`src/rtl/mpram_pkg.sv`:
```
// rtl/mpram_pkg.sv - shared constants, write-request type and round-robin helper
//
// Purpose : default RAM geometry, the write-request record used by writers of
//           the multi-port RAM, and a modulo helper for round-robin indexing.
// Ports   : none (package).
package mpram_pkg;

  localparam int MPRAM_DEPTH       = 2048;
  localparam int MPRAM_WIDTH       = 32;
  localparam int MPRAM_INDEX_WIDTH = $clog2(MPRAM_DEPTH);

  // Sized by the default geometry; blocks built with other geometries carry
  // their own addr/data vectors.
  typedef struct packed {
    logic [MPRAM_INDEX_WIDTH-1:0] addr;
    logic [MPRAM_WIDTH-1:0]       data;
    logic                         valid;
  } mpram_wr_req_t;

  // Wraps an index that has overrun the ring by at most one lap.
  function automatic int rr_wrap(input int idx, input int n);
    return (idx >= n) ? (idx - n) : idx;
  endfunction

endpackage

```
`src/rtl/mpram_rr_picker.sv`:
```
// rtl/mpram_rr_picker.sv - round-robin first-set picker
//
// Purpose : finds the first set bit of a candidate mask at or after a start
//           pointer, wrapping modulo P_N.
// Ports   : mask      - candidate bits
//           start     - index where the search begins
//           grant_oh  - one-hot of the chosen candidate (0 when none)
//           grant_idx - binary index of the chosen candidate
//           found     - a candidate was chosen
module mpram_rr_picker
  import mpram_pkg::*;
#(
  parameter  int P_N   = 4,
  localparam int LP_PW = $clog2(P_N)
) (
  input  logic [P_N-1:0]   mask,
  input  logic [LP_PW-1:0] start,
  output logic [P_N-1:0]   grant_oh,
  output logic [LP_PW-1:0] grant_idx,
  output logic             found
);

  always_comb begin
    int k;
    grant_oh  = '0;
    grant_idx = '0;
    found     = 1'b0;
    k         = 0;
    for (int i = 0; i < P_N; i++) begin
      k = rr_wrap(int'(start) + i, P_N);
      if (!found && mask[k]) begin
        grant_oh[k] = 1'b1;
        grant_idx   = LP_PW'(k);
        found       = 1'b1;
      end
    end
  end

endmodule

```
`src/rtl/mpram_wr_arbiter.sv`:
```
// rtl/mpram_wr_arbiter.sv - dual-write-port round-robin arbiter for a multi-port RAM
//
// Purpose : grants up to two requesters per cycle (never to the same address)
//           and registers them onto RAM write ports A and B.
// Ports   : clk_i, rst_i (async, active-high)
//           req_valid_i/req_addr_i/req_data_i - per-requester write requests
//           req_ready_o                        - grant, transfer on valid&ready
//           wra_*_o / wrb_*_o                  - registered RAM write ports
//           stall_cnt_o                        - cycles with an ungranted valid
// Options : define MPRAM_WR_ARB_STATS_EN to build the saturating stall counter;
//           otherwise stall_cnt_o is tied to 0.
module mpram_wr_arbiter
  import mpram_pkg::*;
#(
  parameter  int P_MEM_DEPTH    = MPRAM_DEPTH,
  parameter  int P_MEM_WIDTH    = MPRAM_WIDTH,
  parameter  int P_NUM_REQ      = 4,
  localparam int LP_INDEX_WIDTH = $clog2(P_MEM_DEPTH)
) (
  input  logic                                      clk_i,
  input  logic                                      rst_i,
  input  logic [P_NUM_REQ-1:0]                      req_valid_i,
  input  logic [P_NUM_REQ-1:0][LP_INDEX_WIDTH-1:0]  req_addr_i,
  input  logic [P_NUM_REQ-1:0][P_MEM_WIDTH-1:0]     req_data_i,
  output logic [P_NUM_REQ-1:0]                      req_ready_o,
  output logic [LP_INDEX_WIDTH-1:0]                 wra_addr_o,
  output logic [P_MEM_WIDTH-1:0]                    wra_data_o,
  output logic                                      wra_valid_o,
  output logic [LP_INDEX_WIDTH-1:0]                 wrb_addr_o,
  output logic [P_MEM_WIDTH-1:0]                    wrb_data_o,
  output logic                                      wrb_valid_o,
  output logic [31:0]                               stall_cnt_o
);

  localparam int LP_PW = $clog2(P_NUM_REQ);

  logic [LP_PW-1:0]     rr_ptr;
  logic [LP_PW-1:0]     rr_ptr_nxt;
  logic [LP_PW-1:0]     g0_idx, g1_idx, g1_start, last_idx;
  logic [P_NUM_REQ-1:0] g0_oh, g1_oh, same_addr, g1_mask, grant_oh;
  logic                 g0_found, g1_found;

  mpram_rr_picker #(.P_N(P_NUM_REQ)) u_pick_g0 (
    .mask      (req_valid_i),
    .start     (rr_ptr),
    .grant_oh  (g0_oh),
    .grant_idx (g0_idx),
    .found     (g0_found)
  );

  // Anyone aiming at G0's address must wait, so the two ports never collide.
  always_comb begin
    same_addr = '0;
    for (int i = 0; i < P_NUM_REQ; i++) begin
      same_addr[i] = (req_addr_i[i] == req_addr_i[g0_idx]);
    end
  end

  assign g1_mask  = req_valid_i & ~g0_oh & ~same_addr;
  // Indices between rr_ptr and G0 are known idle, so resuming after G0
  // preserves the round-robin order.
  assign g1_start = LP_PW'(rr_wrap(int'(g0_idx) + 1, P_NUM_REQ));

  mpram_rr_picker #(.P_N(P_NUM_REQ)) u_pick_g1 (
    .mask      (g1_mask),
    .start     (g1_start),
    .grant_oh  (g1_oh),
    .grant_idx (g1_idx),
    .found     (g1_found)
  );

  assign grant_oh    = g0_oh | g1_oh;
  assign req_ready_o = rst_i ? '0 : grant_oh;

  assign last_idx   = g1_found ? g1_idx : g0_idx;
  assign rr_ptr_nxt = LP_PW'(rr_wrap(int'(last_idx) + 1, P_NUM_REQ));

  always_ff @(posedge clk_i or posedge rst_i) begin
    if (rst_i) begin
      rr_ptr      <= '0;
      wra_valid_o <= 1'b0;
      wra_addr_o  <= '0;
      wra_data_o  <= '0;
      wrb_valid_o <= 1'b0;
      wrb_addr_o  <= '0;
      wrb_data_o  <= '0;
    end else begin
      if (g0_found) begin
        rr_ptr <= rr_ptr_nxt;
      end
      wra_valid_o <= g0_found;
      if (g0_found) begin
        wra_addr_o <= req_addr_i[g0_idx];
        wra_data_o <= req_data_i[g0_idx];
      end
      wrb_valid_o <= g1_found;
      if (g1_found) begin
        wrb_addr_o <= req_addr_i[g1_idx];
        wrb_data_o <= req_data_i[g1_idx];
      end
    end
  end

`ifdef MPRAM_WR_ARB_STATS_EN
  logic [31:0] stall_cnt;
  logic        stall;

  assign stall = |(req_valid_i & ~grant_oh);

  always_ff @(posedge clk_i or posedge rst_i) begin
    if (rst_i) begin
      stall_cnt <= '0;
    end else if (stall && (stall_cnt != 32'hFFFF_FFFF)) begin
      stall_cnt <= stall_cnt + 32'd1;
    end
  end

  assign stall_cnt_o = stall_cnt;
`else
  assign stall_cnt_o = '0;
`endif

endmodule

```
`config.mk`:
```
export PLATFORM = sky130hd
export DESIGN_NAME = mpram_wr_arbiter
export DESIGN_NICKNAME = d
export VERILOG_FILES = /design/src/rtl/mpram_pkg.sv /design/src/rtl/mpram_rr_picker.sv /design/src/rtl/mpram_wr_arbiter.sv
export SDC_FILE = /design/constraint.sdc
export NUM_CORES = 1
export LEC_CHECK = 0
export ABC_AREA = 1
export CAP_MARGIN = 5
export CORE_ASPECT_RATIO = 0.8
export CORE_MARGIN = 3
export CORE_UTILIZATION = 51
export CTS_CLUSTER_DIAMETER = 150
export DETAILED_ROUTE_END_ITERATION = 16
export PLACE_DENSITY = 0.88
export SYNTH_ARGS = -nofsm -noshare
export SYNTH_HDL_FRONTEND = slang
export SYNTH_SLANG_ARGS = --single-unit
```
`constraint.sdc`:
```
create_clock -name clk_i -period 8.5 [get_ports clk_i]
set_input_delay 1.7 -clock clk_i [delete_from_list [all_inputs] [get_ports clk_i]]
set_output_delay 1.7 -clock clk_i [all_outputs]
set_load 0.01 [all_outputs]
```
After elaboration in Yosys (flattened, before gate mapping)
Cells that the tools add are included.
{ "op_classes": {"eq_ne": 4, "n_reduce_logical": 20, "muxes": 84, "addsub": 18, "bitwise": 11, "n_lt_le_gt_ge": 28} }
{ "op_table": {"columns": ["operator", "n"], "rows": [
  ["32-bit 2-to-1 mux", 10],
  ["32-bit by 1-bit greater-or-equal comparator with 1-bit output (second input constant)", 8],
  ["32-bit by 4-bit less-than comparator with 1-bit output (second input constant)", 8],
  ["32-bit by 4-bit greater-or-equal comparator with 1-bit output (second input constant)", 6],
  ["32-bit by 4-bit subtractor with 32-bit output (second input constant)", 6],
  ["32-bit binary-select mux with 2-bit select", 2],
  ["11-bit binary-select mux with 2-bit select", 2],
  ["11-bit equality test", 4],
  ["4-bit 2-to-1 mux", 9],
  ["1-bit 2-to-1 mux", 32],
  ["4-bit OR", 7],
  ["11-bit 2-to-1 mux", 2],
  ["2-bit 2-to-1 mux", 11],
  ["1-bit binary-select mux with 2-bit select", 8],
  ["1-bit demux with 2-bit select", 8],
  ["1-bit logical AND", 14],
  ["2-bit by 1-bit adder with 3-bit output (second input constant)", 4],
  ["2-bit by 2-bit adder with 3-bit output (second input constant)", 4],
  ["4-bit AND", 2],
  ["4-bit NOT", 2],
  ["2-bit by 3-bit subtractor with 4-bit output (second input constant)", 2],
  ["2-bit by 3-bit greater-or-equal comparator with 1-bit output (second input constant)", 2],
  ["3-bit greater-or-equal comparator (second input constant)", 2],
  ["1-bit logical NOT", 6],
  ["other kinds (2)", 4]
]} }
{ "word_totals": {"out_inout_bits": 124, "reg_bits": 90, "word_cells": 172, "in_bits": 178} }

Longest topological paths before layout
Gate-level depths: netlist of run 1.
{ "depth": {"ltp_word": 37, "mapped_depth": 38, "mapped_depth_nobuf": 33} }

Modules after synthesis
From an unflattened synthesis of run 1, not the netlist that was laid out.
{ "unflattened": {"cells_unflattened": 1210, "area_unflattened_um2": 8085.3} }
{ "by_module_without_submodules": {"columns": ["module", "cells_per_inst", "area_each_um2", "seq_area_each_um2", "n_inst"], "rows": [
  ["mpram_wr_arbiter", 1056, 7129.3, 2252.2, 1],
  ["mpram_rr_picker", 77, 478.0, 0.0, 2]
]} }

Worst setup path after synthesis of run 1
Ideal clock, no wire load.
{ "synth_path": {"kind": "input port to output port", "from": "input req_valid_i[1]", "to": "output req_ready_o[2]", "arrival_ns": 4.144, "required_ns": 6.800, "setup_slack_ns": 2.656, "stages": 27, "cell_sequence": "nand2_1 nand2_2 nand2_2 nand2_4 nor2_2 nor2_2 nand2_4 nand2_2 buf_12 buf_12 o21ai_2 nand2_2 nand2_4 inv_4 nand2_2 nand2_1 nor2_1 nand3_2 nand3_2 nand2_2 nand2_2 nand2_4 clkinv_2 nand4_2 clkinv_1 nand2_2 a41oi_1"} }
{ "synth_between": {"elab_chain_cells": 33, "word_cells_on_any_way": 111} }
{ "synth_lines": {"columns": ["element", "line_no", "rtl"], "rows": [
  ["start, declared", "mpram_wr_arbiter.sv:22", "input logic [P_NUM_REQ-1:0] req_valid_i,"],
  ["branches (longest 31 deep; another with 1-bit binary-select mux with 2-bit select)", null, null],
  ["4-bit OR *", "mpram_wr_arbiter.sv:72", "assign grant_oh = g0_oh | g1_oh;"],
  ["4-bit 2-to-1 mux *", "mpram_wr_arbiter.sv:73", "assign req_ready_o = rst_i ? '0 : grant_oh;"],
  ["end, declared", "mpram_wr_arbiter.sv:25", "output logic [P_NUM_REQ-1:0] req_ready_o,"]
]} }
Every way passes the cells marked *. The select of a mux whose other input is x is not followed.

Worst setup path after layout of run 1
{ "layout_path": {"from": "input req_valid_i[0]", "to": "output req_ready_o[2]"} }
The elaborated chain is that of the path after synthesis.

==> flow_summary.rst, run 1 <==
.. list-table::
   :header-rows: 1

   * - Metric
     - Value
   * - Unrepaired setup endpoints after global routing
     - false
   * - Global-route wire length before repair
     - 48000 um
   * - Primary FF master, synth
     - dfrtp_1
   * - Hold Violations, Final
     - 0
   * - Maximum buffer depth of the clock tree
     - 2
   * - Floorplan die height
     - 123 um
   * - Arrival time of the worst setup path
     - 6.42 ns
   * - Flop and latch count out of synthesis
     - 90
   * - Transition time of the tightest slew-check pin
     - ~1.2 ns
   * - Maximum single-stage delay on the critical path
     - approximately 0.59 ns
   * - Crit path kind
     - in2out
   * - Total of buffers placed on input and output ports
     - 269
   * - Status
     - finished, final reports clean
   * - Standard cell with the maximum stage delay on the critical path
     - clkdlybuf4s50_1
   * - Remaining max-slew budget at the tightest pin
     - 20.5%
   * - Max Cap Viol
     - 0
   * - Count of unique library cells instantiated by Yosys
     - between 50 and 60
   * - Yosys Warn Count
     - 0
   * - Share of post-route cells with drive strength above 1
     - 10.5%
   * - Post_cts resized
     - 0
   * - Synthesized instance count
     - 1351
   * - CP Data Required Time
     - 6.80 ns
   * - Number of top-level design ports
     - 302
   * - Largest net degree at the start of global routing
     - 70
   * - Fraction of the yosys area taken by sequential cells
     - 25.8%
   * - Crit-path max FO
     - 22
   * - Vias after detailed routing
     - 9863
   * - Clock latency of the later-clocked register in the worst-skew pair
     - 0.35 ns
   * - Initial cell density of the core
     - 52.4%
   * - Clk Tree Root Cell
     - clkbuf_16
   * - Area delta synth->final
     - 30.2%
   * - Clock tree from TritonCTS
     - yes
   * - Placed wire-length estimate
     - 21800 um
   * - Cell row count
     - 42
   * - Fmax
     - approximately 120 MHz
   * - Final worst-path cycle share
     - 95.5%
   * - Remaining antenna violation count
     - 0
   * - Final critical delay including setup and external delays
     - slightly above 8 ns
   * - Routed wire length
     - 30600 um
   * - Post-route clock skew
     - ~0.0063 ns
   * - Leftover overflow at the end of global routing
     - 0
   * - Routed WL per cell
     - between 15 and 20 um
   * - Tightest Hold Check Type
     - reg2reg
   * - Starting DRT DRC Count
     - 1074
   * - DRC viols
     - 0
   * - Number of search-and-repair iterations in the first detailed-routing pass
     - 6
   * - Area of the die
     - 18700 sq um
   * - Mean cell area of the mapped netlist
     - 6.46 sq um
   * - Clock H-tree levels
     - 3
   * - Global router's overall resource usage
     - 31.4%
   * - Number of global-route vias before repair
     - 9155
   * - Final setup violating endpoints
     - 0
   * - Minimum setup slack among reg-to-reg paths
     - ~1.9 ns
   * - Number of pins with negative max-slew slack in the final report
     - 0
   * - Gp weighted congestion
     - 1.00
   * - Core Box Area
     - approximately 17000 sq um
   * - Via density
     - 5.47
   * - Number of antenna violations at the first check in global routing
     - 0
   * - Die W
     - 152 um
   * - Post-CTS Repair Setup Buffers
     - 0
   * - Number of hold buffers added after CTS
     - 0
   * - Final antenna diode count
     - 0
   * - Worst setup EP type
     - output port
   * - Most frequent cell on the critical path
     - nand2_1
   * - Num CTS Buffers
     - 9
   * - Cell area after synthesis
     - 8730 sq um
   * - Nets@finish
     - 1768
   * - Clock-pin slew on the worst setup and hold paths
     - 0.07 ns
   * - Fraction of synthesis flops using an asynchronous set or reset pin
     - 100%
   * - Number of sinks on the clock net
     - 90
   * - Worst Setup Start Kind
     - primary input
   * - Setup total negative slack
     - 0 ns
   * - Number of flops mapped to enable cells by yosys
     - 0
[sequential cells by signal, indices dropped and copies added, names as in the netlist]
signal and cells:
wra_data_o 32, wrb_data_o 32, wra_addr_o 11, wrb_addr_o 11, rr_ptr 2, wra_valid_o 1
wrb_valid_o 1
[stage by stage]
| step | utilization [%] | hold slack (ns) | std cells | setup WS [ns] | instance area [sq um] |
|---|---|---|---|---|---|
| floorplan | - | 0.519 | 1382 | 2.66 | 8850 |
| global placement | 66.5 | 0.467 | 1787 | 0.787 | 11100 |
| detailed placement | 66.5 | 0.474 | 1787 | 0.610 | 11100 |
| CTS | 68.3 | 0.493 | 1803 | 0.556 | 11400 |
| global route | 68.3 | 0.521 | 1803 | 0.0918 | 11400 |
| finish | 68.3 | 0.487 | 1803 | 0.384 | 11400 |
[worst paths after layout]
path                                 from  cells past startpoint              to
setup / recovery           req_valid_i[0]                     27  req_ready_o[2]
hold / removal              wra_addr_o[3]                      2   wra_addr_o[3]
setup reg to reg                rr_ptr[0]                     30  wrb_data_o[18]
hold reg to reg             wra_addr_o[3]                      2   wra_addr_o[3]
max in group asynchronous           rst_i                      3   wrb_data_o[0]
min in group asynchronous           rst_i                      2       rr_ptr[1]
[kinds of logic (layout without fill, tap and decap cells)]
group	after synthesis	in the layout	share of synthesized area (%)
simple gates	873	873	45.7
buf+inv	243	444	16.2
compound gates	131	131	10.4
flops	90	90	25.8
fa+ha+maj	12	12	1.72
other cells	1	32	0.0430
xor+xnor	1	1	0.100
[Yosys cell counts, types with 9 or more instances]
library cell  count  area share (%)
nand2_2          66             4.7
clkbuf_1         23            0.99
nand2_4          14             1.8
a21oi_1          12            0.69
or2_0            18             1.3
ha_1             12             1.7
buf_6             9             1.2
nand3_1         141             8.1
buf_4            37             3.2
a31oi_1          17             1.2
o21ai_2          10             1.0
dfrtp_1          90              26
nor2_1           93             4.0
buf_12            9             2.1
inv_1           131             5.6
nand3_2          15             1.7
a41oi_1          16             1.6
a22oi_1          33             2.8
o21ai_0          27             1.5
inv_2             9            0.39
nand2_1         502              22
[worst max-delay path: cells and delay by family]
| kind | cells | cell delay, ns |
|---|---|---|
| AO/OA/AOI/OAI | 1 | 0.25 |
| buffers and inverters | 5 | 1.67 |
| AND/OR/NAND/NOR | 21 | 2.78 |
[layer usage]
layer | share of wire [%] | track usage, % | vias to the layer above
met2 | 46 | 52.2 | 576
met3 | 10 | 7.14 | 88
met5 | 0 | 0 | -
met4 | 3.0 | 9.94 | 0
met1 | 40 | 41.2 | 4515
li1 | - | - | 4684
[area by class of cell]
cell class,count,area [sq um]
Clock inverter,4,32.5
Sequential cell,90,2250
Inverter,146,569
Timing Repair Buffer,282,2790
Clock buffer,12,256
Fill cell,1481,5290
Tap cell,220,275
Multi-Input combinational cell,1049,5190
[layout by cell type, fill, tap and decap left out, types with 13 or more instances in the layout]
cell type / instances
a22oi_1: 33
a31oi_1: 17
a41oi_1: 16
buf_4: 13
clkdlybuf4s50_1: 269
conb_1: 32
dfrtp_1: 90
inv_1: 130
nand2_1: 502
nand2_2: 66
nand2_4: 14
nand3_1: 141
nand3_2: 15
nor2_1: 90
o21ai_0: 27
or2_0: 18
Power of run 1 is not shown: default switching activity piles up to over one toggle a cycle in this logic, so the estimate is an artifact.
==> run 2: changes to the inputs <==
--- a/config.mk
+++ b/config.mk
@@ -6,7 +6,6 @@
 export NUM_CORES = 1
 export LEC_CHECK = 0
 export ABC_AREA = 1
-export CAP_MARGIN = 5
 export CORE_ASPECT_RATIO = 0.8
 export CORE_MARGIN = 3
 export CORE_UTILIZATION = 51
==> results of run 2 <==
The final DEF is identical to that of run 1; final timing and power are the same.
Power of run 2 is left out for the same reason.
==> run 3: changes to the inputs <==
--- a/config.mk
+++ b/config.mk
@@ -6,12 +6,15 @@
 export NUM_CORES = 1
 export LEC_CHECK = 0
 export ABC_AREA = 1
+export CELL_PAD_IN_SITES_DETAIL_PLACEMENT = 2
+export CELL_PAD_IN_SITES_GLOBAL_PLACEMENT = 2
 export CORE_ASPECT_RATIO = 0.8
 export CORE_MARGIN = 3
-export CORE_UTILIZATION = 51
+export CORE_UTILIZATION = 26
 export CTS_CLUSTER_DIAMETER = 150
 export DETAILED_ROUTE_END_ITERATION = 16
-export PLACE_DENSITY = 0.88
+export MAX_ROUTING_LAYER = met4
+export PLACE_DENSITY = 0.87
 export SYNTH_ARGS = -nofsm -noshare
 export SYNTH_HDL_FRONTEND = slang
 export SYNTH_SLANG_ARGS = --single-unit
==> flow_summary.rst, run 3 (synthesis results as in run 1) <==
.. list-table::
   :header-rows: 1

   * - Metric
     - Value
   * - Area delta synth->final
     - 33.7% (was 30.2%)
   * - WHS Path Cells
     - 2 (unchanged)
   * - Setup total negative slack
     - 0 ns (unchanged)
   * - Highest-count cells in the layout ignoring fill and taps
     - nand2_1, clkdlybuf4s50_1, nand3_1 (unchanged)
   * - Starting DRT DRC Count
     - 411 (was 1074)
   * - Post-CTS Repair Setup Buffers
     - 0 (unchanged)
   * - Most common cell after layout, fill and taps aside
     - nand2_1 (unchanged)
   * - Crit-path max FO
     - 25 (was 22)
   * - Clock H-tree levels
     - 3 (unchanged)
   * - Start point of the worst min-delay path
     - wra_addr_o[6] (was wra_addr_o[3])
   * - Filler cell count in the final layout
     - 3997 (was 1481)
   * - Core Box Area
     - 32800 sq um (was 16700 sq um)
   * - Clock latency of the later-clocked register in the worst-skew pair
     - 0.36 ns (was 0.35 ns)
   * - Cell row count
     - 59 (was 42)
   * - Clock-pin slew on the worst setup and hold paths
     - 0.07 ns (about the same)
   * - Clock tree from TritonCTS
     - yes (unchanged)
   * - Final critical delay including setup and external delays
     - 8.07 ns (was 8.12 ns)
   * - Number of global-route vias before repair
     - 11000 (was 9155)
   * - Remaining antenna violation count
     - 0 (unchanged)
   * - Initial cell density of the core
     - 26.6% (was 52.4%)
   * - Area used by multi-input combinational logic
     - 5200 sq um (was 5190 sq um)
   * - Total of buffers placed on input and output ports
     - 269 (unchanged)
   * - Area of the die
     - 35800 sq um (was 18700 sq um)
   * - Final setup violating endpoints
     - 0 (unchanged)
   * - Num CTS Buffers
     - 9 (unchanged)
   * - Crit path kind
     - in2out (unchanged)
   * - Die W
     - 211 um (was 152 um)
   * - Remaining max-slew budget at the tightest pin
     - 42.4% (was 20.5%)
   * - Largest net degree at the start of global routing
     - 102 (was 70)
   * - Status
     - finished, final reports clean (unchanged)
   * - Hold Violations, Final
     - 0 (unchanged)
   * - Share of post-route cells with drive strength above 1
     - 10.5% (about the same)
   * - Number of antenna violations at the first check in global routing
     - 2 (was 0)
   * - Floorplan die height
     - 170 um (was 123 um)
   * - Number of pins with negative max-slew slack in the final report
     - 0 (unchanged)
   * - Sequential cell area in the final layout
     - 2250 sq um (unchanged)
   * - DRC viols
     - 0 (unchanged)
   * - Standard cell with the maximum stage delay on the critical path
     - clkdlybuf4s50_1 (unchanged)
   * - Number of sinks on the clock net
     - 90 (unchanged)
   * - Max Cap Viol
     - 0 (unchanged)
   * - Placed wire-length estimate
     - 31100 um (was 21800 um)
   * - Routed WL per cell
     - 20.8 um (was 17.0 um)
   * - Capture point of the worst reg-to-reg path
     - wrb_data_o[5] (was wrb_data_o[18])
   * - Most frequent cell on the critical path
     - nand2_1 (unchanged)
   * - Worst setup EP type
     - output port (unchanged)
   * - Destination of the worst hold path
     - wra_addr_o[6] (was wra_addr_o[3])
   * - Gp weighted congestion
     - 0.864 (was 1.00)
   * - Reg2reg path depth
     - 32 (was 30)
   * - Global-route wire length before repair
     - 64200 um (was 48000 um)
   * - Final worst-path cycle share
     - 95.0% (was 95.5%)
   * - Tightest Hold Check Type
     - reg2reg (unchanged)
   * - Routed wire length
     - 41800 um (was 30600 um)
   * - Minimum setup slack among reg-to-reg paths
     - 2.40 ns (was 1.92 ns)
   * - Arrival time of the worst setup path
     - 6.37 ns (was 6.42 ns)
   * - Critical R2R Launch
     - rr_ptr[0] (unchanged)
   * - Maximum single-stage delay on the critical path
     - 0.58 ns (was 0.59 ns)
   * - Number of top-level design ports
     - 302 (unchanged)
   * - Clk Tree Root Cell
     - clkbuf_16 (unchanged)
   * - Fmax
     - 124 MHz (was 123 MHz)
   * - Regs by FF count
     - wra_data_o (32), wrb_data_o (32) (unchanged)
   * - Worst Setup Start Kind
     - primary input (unchanged)
   * - Global router's overall resource usage
     - 23.7% (was 31.4%)
   * - CP Data Required Time
     - 6.80 ns (about the same)
   * - Maximum buffer depth of the clock tree
     - 2 (unchanged)
   * - Transition time of the tightest slew-check pin
     - 0.863 ns (was 1.19 ns)
   * - Leftover overflow at the end of global routing
     - 0 (unchanged)
   * - Post-route clock skew
     - 0.00818 ns (was 0.00629 ns)
   * - Via density
     - 4.92 (was 5.47)
   * - Vias after detailed routing
     - 9902 (was 9863)
   * - Unrepaired setup endpoints after global routing
     - false (unchanged)
   * - Number of search-and-repair iterations in the first detailed-routing pass
     - 5 (was 6)
   * - Nets@finish
     - 1770 (was 1768)
## run 3: worst max path at each step
| stage | start | to | slack, ns | depth (start not counted) |
|---|---|---|---|---|
| floorplan | req_valid_i[1] | req_ready_o[2] | 2.66 | 27 |
| global placement | req_valid_i[3] | req_ready_o[2] | 0.49 | 29 |
| detailed placement | req_valid_i[1] | req_ready_o[2] | 0.24 | 29 |
| CTS | req_valid_i[1] | req_ready_o[2] | 0.22 | 29 |
| global route | req_valid_i[1] | req_ready_o[2] | 0.11 | 29 |
| finish | req_valid_i[1] | req_ready_o[2] | 0.43 | 29 |
## run 3: cell type report
| type | count | share of cell area, % |
|---|---|---|
| Clock buffer | 10 | 2.05 |
| Sequential cell | 90 | 19.3 |
| Inverter | 146 | 4.88 |
| Antenna cell | 2 | 0.0429 |
| Clock inverter | 5 | 0.472 |
| Timing Repair Buffer | 284 | 24.1 |
| Tap cell | 427 | 4.58 |
| Multi-Input combinational cell | 1049 | 44.5 |
## run 3: what timing repair did
| action | CTS | global route |
|---|---|---|
| setup endpoints to repair | 0 | 4 |
| hold buffers | 0 | 0 |
| gates resized for setup | 0 | 1 |
## run 3: per-stage QoR
| step | hold WS (ns) | worst slack (ns) | cells | cell area (sq um) | util [%] |
|---|---|---|---|---|---|
| 2_1_floorplan | 0.519 | 2.66 | 1382 | 8850 | - |
| 3_3_place_gp | 0.474 | 0.493 | 1996 | 11400 | 34.7 |
| 3_5_place_dp | 0.486 | 0.244 | 1996 | 11400 | 34.7 |
| 4_1_cts | 0.508 | 0.225 | 2011 | 11700 | 35.6 |
| 5_1_grt | 0.531 | 0.107 | 2013 | 11700 | 35.6 |
| 6_report | 0.500 | 0.428 | 2013 | 11700 | 35.6 |
## run 3: routing by layer
metal  part of all wire, %  GRT usage [%]  vias up
li1                      -              -     4676
met1                    44           29.1     4964
met2                    48           39.9      220
met3                   5.2           5.29       42
met4                   2.1           5.59        0
met5                     0              -        -
## run 3: critical path, delay by kind of cell
family	cells	cell delay, ns
AO/OA/AOI/OAI	1	0.23
AND/OR/NAND/NOR	23	2.77
buffers and inverters	5	1.63
Power of run 3 is left out for the same reason.
